==> config.mk <==
export PLATFORM = sky130hd
export DESIGN_NAME = fifo_write_arbiter
export DESIGN_NICKNAME = d
export VERILOG_FILES = /design/src/rtl/fifo_write_arbiter.sv
export SDC_FILE = /design/constraint.sdc
export NUM_CORES = 1
export LEC_CHECK = 0
export CORE_ASPECT_RATIO = 1.2
export CORE_MARGIN = 5
export CORE_UTILIZATION = 38
export CTS_CLUSTER_DIAMETER = 150
export DETAILED_ROUTE_END_ITERATION = 6
export GPL_ROUTABILITY_DRIVEN = 0
export GPL_TIMING_DRIVEN = 0
export PLACE_DENSITY = 0.85
export SETUP_SLACK_MARGIN = 0.3
export SKIP_CTS_REPAIR_TIMING = 1
export SLEW_MARGIN = 40
export SYNTH_ARGS = -nofsm -noshare
export SYNTH_HDL_FRONTEND = slang
export SYNTH_SLANG_ARGS = --single-unit
==> constraint.sdc <==
create_clock -name write_clk -period 3.3 [get_ports write_clk]
set_input_delay 0.99 -clock write_clk [delete_from_list [all_inputs] [get_ports write_clk]]
set_output_delay 0.99 -clock write_clk [all_outputs]
set_load 0.02 [all_outputs]
==> src/rtl/fifo_write_arbiter.sv <==
// Round-robin arbiter sharing the FIFO write port among NREQ producers, bursts of up to MAX_BURST beats.
// Define FIFO_ARB_PRIO0_EN to let requester 0 win every arbitration it takes part in.
module fifo_write_arbiter #(
    parameter int NREQ      = 4,
    parameter int W         = 8,
    parameter int MAX_BURST = 4
) (
    input  logic              write_clk,
    input  logic              reset,
    input  logic [NREQ-1:0]   req,
    input  logic [NREQ*W-1:0] req_data,
    input  logic              w_full,
    output logic [NREQ-1:0]   grant,
    output logic [NREQ-1:0]   ack,
    output logic              wr_en,
    output logic [W-1:0]      wr_data,
    output logic              busy
);
    localparam int GW = (NREQ > 1) ? $clog2(NREQ) : 1;
    localparam int BW = $clog2(MAX_BURST + 1);

    typedef enum logic {IDLE, BURST} state_t;

    state_t            state_q, state_d;
    logic [GW-1:0]     gid_q, gid_d;
    logic [GW-1:0]     rr_ptr_q, rr_ptr_d;
    logic [BW-1:0]     beats_q, beats_d;
    logic [NREQ-1:0]   grant_q, grant_d;

    logic [2*NREQ-1:0] rot;
    logic [GW:0]       sum;
    logic [GW-1:0]     winner, next_ptr;
    logic              found, burst_end;

    // Rotate requests so bit 0 is the requester at rr_ptr, then take the first set bit.
    always_comb begin
        rot   = {req, req} >> rr_ptr_q;
        found = 1'b0;
        sum   = '0;
        for (int k = 0; k < NREQ; k++) begin
            if (!found && rot[k]) begin
                found = 1'b1;
                sum   = {1'b0, rr_ptr_q} + (GW+1)'(k);
                if (sum >= (GW+1)'(NREQ))
                    sum = sum - (GW+1)'(NREQ);
            end
        end
        winner = sum[GW-1:0];
`ifdef FIFO_ARB_PRIO0_EN
        if (req[0]) begin
            found  = 1'b1;
            winner = '0;
        end
`endif
        next_ptr = (winner == GW'(NREQ-1)) ? '0 : winner + 1'b1;
    end

    always_ff @(posedge write_clk or posedge reset) begin
        if (reset) begin
            state_q  <= IDLE;
            gid_q    <= '0;
            rr_ptr_q <= '0;
            beats_q  <= '0;
            grant_q  <= '0;
        end else begin
            state_q  <= state_d;
            gid_q    <= gid_d;
            rr_ptr_q <= rr_ptr_d;
            beats_q  <= beats_d;
            grant_q  <= grant_d;
        end
    end

    always_comb begin
        state_d  = state_q;
        gid_d    = gid_q;
        rr_ptr_d = rr_ptr_q;
        beats_d  = beats_q;
        grant_d  = grant_q;
        case (state_q)
            IDLE: begin
                if (found) begin
                    state_d = BURST;
                    gid_d   = winner;
                    beats_d = '0;
                    grant_d = NREQ'(1) << winner;
`ifdef FIFO_ARB_PRIO0_EN
                    // Grants to the priority requester leave the rotation where it was.
                    if (winner != '0)
                        rr_ptr_d = next_ptr;
`else
                    rr_ptr_d = next_ptr;
`endif
                end
            end
            BURST: begin
                if (wr_en)
                    beats_d = beats_q + 1'b1;
                if (burst_end) begin
                    state_d = IDLE;
                    grant_d = '0;
                end
            end
            default: state_d = IDLE;
        endcase
    end

    always_comb begin
        busy      = (state_q == BURST);
        wr_en     = 1'b0;
        if (state_q == BURST)
            wr_en = req[gid_q] & ~w_full;
        ack       = grant_q & {NREQ{wr_en}};
        wr_data   = wr_en ? req_data[gid_q*W +: W] : '0;
        // A request drop wins over a stall, so a full FIFO never pins a vanished owner.
        burst_end = ~req[gid_q] | (wr_en & (beats_q == BW'(MAX_BURST-1)));
    end

    assign grant = grant_q;

endmodule

==> impl_metrics.py <==
metrics = {
    "status": {
        "outcome": "finished, final reports clean",
    },
    "global_route": {
        "grt_pass1_vias": 1027,
        "grt_antenna_before_repair": 0,
        "grt_overflow_total": 0,
        "grt_pass1_wl_microns": 4780,
        "grt_max_degree": 13,
        "grt_use_total_pct": 16.6,
    },
    "critical_path": {
        "worstPathRequired_ns": 2.31,
        "cp_cell_sequence": "buf_8 -> mux2_4 -> a22oi_4 -> nand2b_4 -> inv_4 -> buf_6 -> and2_4 -> buf_6",
        "r2r-start": "rr_ptr_q[1]",
        "critPathTopFamily": "buffers and inverters",
        "start_kind": "primary input",
        "crit_buf_inv": 4,
        "worstPathArrival_ns": 2.20,
        "max_stage_delay_ns": 0.28,
        "critPathMaxFanout": 5,
        "worst_path_most_repeated_cell": "buf_6",
        "endpoint_kind": "output pin",
        "cp_slowest_cell": "mux2_4",
        "critPathLaunch": "req[2]",
        "criticalPathCategory": "primary input to output pin",
    },
    "floorplanning": {
        "start_util_pct": 39.7,
        "die_area_sq_um": 3800,
        "core_area_sq_um": 2550,
        "rows": 20,
        "die_w_microns": 57.1,
        "die_h_microns": 66.6,
        "pin_count": 57,
    },
    "final_layout": {
        "syn_to_final_growth_pct": 71.1,
        "diodes": 0,
        "nets": 203,
        "final-seq-area_sq_um": 300,
        "postLayoutCoreUtil_pct": 67.9,
        "multiInputGateArea_sq_um": 683,
        "layout-drive-gt1-share_pct": 33.8,
        "fill_cells": 185,
    },
    "placement": {
        "io_buffers": 56,
        "hpwl_microns": 2530,
        "preCtsSetupSlack_ns": -0.792,
    },
    "clock_tree": {
        "cts-root-buf": "clkbuf_4",
        "cts_inserted_buffers": 3,
        "cts.sinks": 12,
        "tritoncts": "done",
        "htreeDepth": 1,
        "cts_buffer_depth": 2,
        "clk_pin_slew_ns": 0.08,
        "clkLatencyLatePin_ns": 0.28,
    },
    "synthesis": {
        "synth_cell_types": 32,
        "ys_ff_latch": 12,
        "synthTopCellsByArea": "dfrtp_1 30%, mux4_2 13%, ha_1 7.4%, and2_1 6.8%, mux4_1 5.2%",
        "netlist_area_sq_um": 1010,
        "syn_inst": 93,
        "synth_top_cell_area_share_pct": 29.6,
        "synth.most_common_cell": "dfrtp_1",
        "synth_edf_count": 0,
        "ys_seq_area_share_pct": 29.6,
        "ys_warn_count": 0,
        "yosys.area.top_type": "dfrtp_1",
        "ys.flop_type": "dfrtp_1",
        "synth_fp_nets": 138,
        "synth_common_cells": "12 x dfrtp_1, 11 x and2_1, 7 x inv_1",
        "async_flop_share_pct": 100,
        "avgSynthCellArea_sq_um": 10.9,
    },
    "sta": {
        "skew_ns": 0.000721,
        "setup_ws_ns": 0.113,
        "worst_slew_pin_slew_ns": 0.683,
        "max_slew_margin_pct": 54.0,
        "finalHoldViolations": 0,
        "rsz0062_at_grt": "true",
        "fmax_mhz": 314,
        "timing.hold.ws_ns": 0.539,
        "final.min_clock_period_ns": 3.19,
        "post-route-period-util_pct": 96.6,
        "final-setup-viol-count": 0,
        "drv_slew": 0,
    },
    "route": {
        "wl_per_cell_microns": 16.9,
        "dr.pass1.iters": 4,
        "vias_per_cell": 5.15,
        "drc_errors": 0,
        "first_iter_violations": 24,
        "wirelength_microns": 3210,
        "ant_nets": 0,
        "num_vias": 979,
    },
    "power": {
        "total_leakage_power_nw": 0.794,
        "peakVddDrop_mv": 0.378,
        "power_density_nw_per_um2": 696,
    },
    "flow_run": {
        "drv_cap": 0,
    },
    "hold_path": {
        "hold_class": "flop to flop",
        "hp-start": "grant[1]",
    },
}
## area by class of cell
| cell class | instances | area share (%) |
|---|---|---|
| sequential | 12 | 17.3 |
| buffer | 4 | 1.73 |
| clock buffer | 4 | 2.09 |
| inverter | 8 | 1.88 |
| timing repair buffer | 60 | 35.2 |
| multi-input combinational | 69 | 39.4 |
| tap | 33 | 2.38 |
## final timing paths
kind / endpoint / cells after the start / slack, ns
worst min-delay path: grant[1] / 1 / 0.54
worst min register to register: grant[1] / 1 / 0.54
worst max-delay path: ack[2] / 8 / 0.11
max in group asynchronous: grant[1] / 2 / 1.97
worst max register to register: grant[2] / 6 / 1.38
min in group asynchronous: rr_ptr_q[0] / 2 / 1.01
## sequential cells by signal (all words and copies together) (netlist names)
register and cells:
busy 1, gid_q 2, beats_q 3, rr_ptr_q 2, grant 4
## kinds of logic (layout without fill, tap and decap cells)
family / Yosys count / after routing / synth area share [%]
simple gates: 29 / 29 / 15.8
compound gates: 18 / 18 / 14.0
mux: 15 / 15 / 26.4
flops: 12 / 12 / 29.6
buf+inv: 12 / 76 / 5.93
fa+ha+maj: 6 / 6 / 7.41
xor+xnor: 1 / 1 / 0.864
## cells in the final DEF, fill, tap and decap left out, types with 4 or more instances in the layout
master / n
a21oi_1: 4
a22o_1: 4
and2_4: 9
buf_4: 5
buf_6: 16
clkdlybuf4s50_1: 37
dfrtp_1: 12
ha_1: 6
inv_1: 7
mux4_2: 7
nand2_1: 5
nor2_1: 4
## stage by stage
stage / total power [W] / setup TNS (ns) / instances / instance area, sq um
finish: 0.00121 / 0 / 190 / 1730
global route: 0.00128 / 0 / 190 / 1730
CTS: 0.00114 / -9.53 / 186 / 1670
detailed placement: 0.00101 / -9.48 / 182 / 1630
global placement: 0.000990 / -9.06 / 182 / 1630
floorplan: 0.000758 / 0 / 93 / 1030
## report_power, final
group          switching, W  leakage, nW  total (W)  internal (W)
combinational      0.000362        0.618   0.000811      0.000449
sequential        0.0000629        0.154   0.000273      0.000210
clock             0.0000566       0.0210   0.000124     0.0000672
total              0.000481        0.794    0.00121      0.000726
## routing by layer
metal	global-route usage, %	routed length, microns	vias up
met5	0	0	-
met4	9.86	90	0
met3	3.88	257	7
met2	30.0	1620	49
met1	17.3	1240	451
li1	-	-	472
Power figures use the tool's default switching activity.
==> variant (same settings) <==
The option `FIFO_ARB_PRIO0_EN` is turned on by a define.
--- a/src/rtl/fifo_write_arbiter.sv
+++ b/src/rtl/fifo_write_arbiter.sv
@@ -1,5 +1,7 @@
 // Round-robin arbiter sharing the FIFO write port among NREQ producers, bursts of up to MAX_BURST beats.
 // Define FIFO_ARB_PRIO0_EN to let requester 0 win every arbitration it takes part in.
+`define FIFO_ARB_PRIO0_EN
+
 module fifo_write_arbiter #(
     parameter int NREQ      = 4,
     parameter int W         = 8,
Formal check against the unedited RTL: not equivalent (a bounded check fails within 4 cycles, from zero or initial values and one cycle with reset high).
==> variant against the original RTL <==
- sequential power fell by 7%
- highest routed layer unchanged
- cell area rose by 4.5%
- critical endpoint is now wr_data[5]
- via count rose by 7.0%
- largest power group unchanged
- wire length rose by 13%
- power fell by 8.4%
- non-clock buffer count rose by 3
- sequential cell count did not move
- area after synthesis rose by 3.8%
- worst setup slack improved by 0.0098 ns
==> variant: results (changes against the original RTL) <==
metric,value,unit,change
status,finished clean,,unchanged
numCtsBuffers,3,,unchanged
yosys-top-cells-count,"and2_1, dfrtp_1, mux4_2, inv_1, ha_1",,"was dfrtp_1, and2_1, inv_1, ha_1, mux4_2"
fin_skew,0.00435,ns,was 0.000721 ns
largest_register_ffs,4,,unchanged
synth_area_leaders,"dfrtp_1, mux4_2, and2_1",,"was dfrtp_1, mux4_2, ha_1"
grt_max_degree,13,,unchanged
htreeDepth,1,,unchanged
clkTransAtPathRegs,0.09,ns,
clock_latency,0.28,ns,about the same
dpl.hpwl,2660,µm,was 2530 µm
drt-pass1-iter-count,4,,unchanged
fin_nets,207,,was 203
n_fill_cell,192,,was 185
synth-async-reset-ratio,100,%,unchanged
vdd_drop_max,0.331,mV,was 0.378 mV
critPathMaxFanout,5,,unchanged
tns,0,ns,unchanged
tightest_slew,0.694,ns,was 0.683 ns
ys_seq_area_share,28.5,%,was 29.6%
antennaDiodeCount,0,,unchanged
maxCapViolCount,0,,unchanged
drive_gt1_share,34.8,%,was 33.8%
critPathArrivalTime,2.19,ns,
cts_buffer_depth,2,,unchanged
placed_area,0.00166,mm²,was 0.00163 mm²
syn-num-nets,140,,was 138
synthFlopType,dfrtp_1,,unchanged
first_iter_violations,28,,was 24
port_buffers,56,,unchanged
routed_via_density,5.37,,was 5.15
drt_wl_total,3630,µm,was 3210 µm
synth_warnings,0,,unchanged
grt_pass1_wl,4990,µm,was 4780 µm
antenna_found_initial,0,,unchanged
p_leak,0.000825,µW,was 0.000794 µW
grt_pass1_vias,1031,,was 1027
cts_root_buf,clkbuf_4,,unchanged
synth_cell_types,32,,unchanged
place_ws,-0.869,ns,was -0.792 ns
hold_path.class,reg -> reg,,unchanged
drc,0,,unchanged
gr-usage-all-layers,16.7,%,was 16.6%
-- variant: worst paths after layout --
kind                                    startpoint                 endpoint  slack [ns]  cells past startpoint
setup / recovery                            req[3]               wr_data[5]        0.12                      6
hold / removal              beats_q[2]$_DFFE_PP0P_   beats_q[2]$_DFFE_PP0P_        0.54                      2
setup reg to reg           rr_ptr_q[1]$_DFFE_PP0P_  rr_ptr_q[1]$_DFFE_PP0P_        1.14                      7
hold reg to reg             beats_q[2]$_DFFE_PP0P_   beats_q[2]$_DFFE_PP0P_        0.54                      2
max in group asynchronous                    reset     gid_q[0]$_DFFE_PP0P_        1.96                      2
min in group asynchronous                    reset           busy$_DFF_PP0_        1.02                      2
-- variant: stage by stage --
stage / hold slack (ns) / total power, µW / utilization [%] / cells
final: 0.536 / 1110 / 66.3 / 195
after global routing: 0.568 / 1170 / 66.3 / 195
after CTS: 0.536 / 1050 / 62.2 / 189
after detailed placement: 0.517 / 926 / 60.9 / 185
after global placement: 0.488 / 906 / 60.9 / 185
after floorplan: 0.476 / 699 / - / 95
-- variant: area by class of cell --
type,instances,area [µm²],area share [%]
plain buffers,5,41.3,2.28
clock buffers,4,36.3,2.00
inverters,8,30.0,1.66
multi-input cells,70,709,39.1
flip-flops and latches,12,300,16.6
well taps,34,42.5,2.35
repair buffers,62,653,36.0
-- variant: power breakdown --
| group | switching, µW | internal [µW] |
|---|---|---|
| Sequential | 53.1 | 201 |
| Combinational | 330 | 399 |
| Clock | 57.1 | 67.2 |
-- variant: cell families (layout without fill, tap and decap cells) --
logic type | Yosys count | in the layout | share of synthesized area (%)
flops | 12 | 12 | 28.5
simple gates | 29 | 29 | 16.8
xor+xnor | 1 | 1 | 0.832
fa+ha+maj | 6 | 6 | 7.13
buf+inv | 13 | 79 | 6.18
mux | 16 | 16 | 26.8
compound gates | 18 | 18 | 13.8
-- variant: critical path, cell delays in order --
cell and delay (ns):
buf_8 0.10, mux4_2 0.48, and3_4 0.19, buf_6 0.13, and2_1 0.16, buf_6 0.13
-- variant: routing by layer --
layer	up-vias	routed length [µm]	global-route usage (%)	part of all wire, %
li1	480	-	-	-
met1	487	1290	18.7	36
met2	72	1860	30.6	51
met3	9	383	3.44	11
met4	0	97	6.67	2.7
met5	-	0	0	0
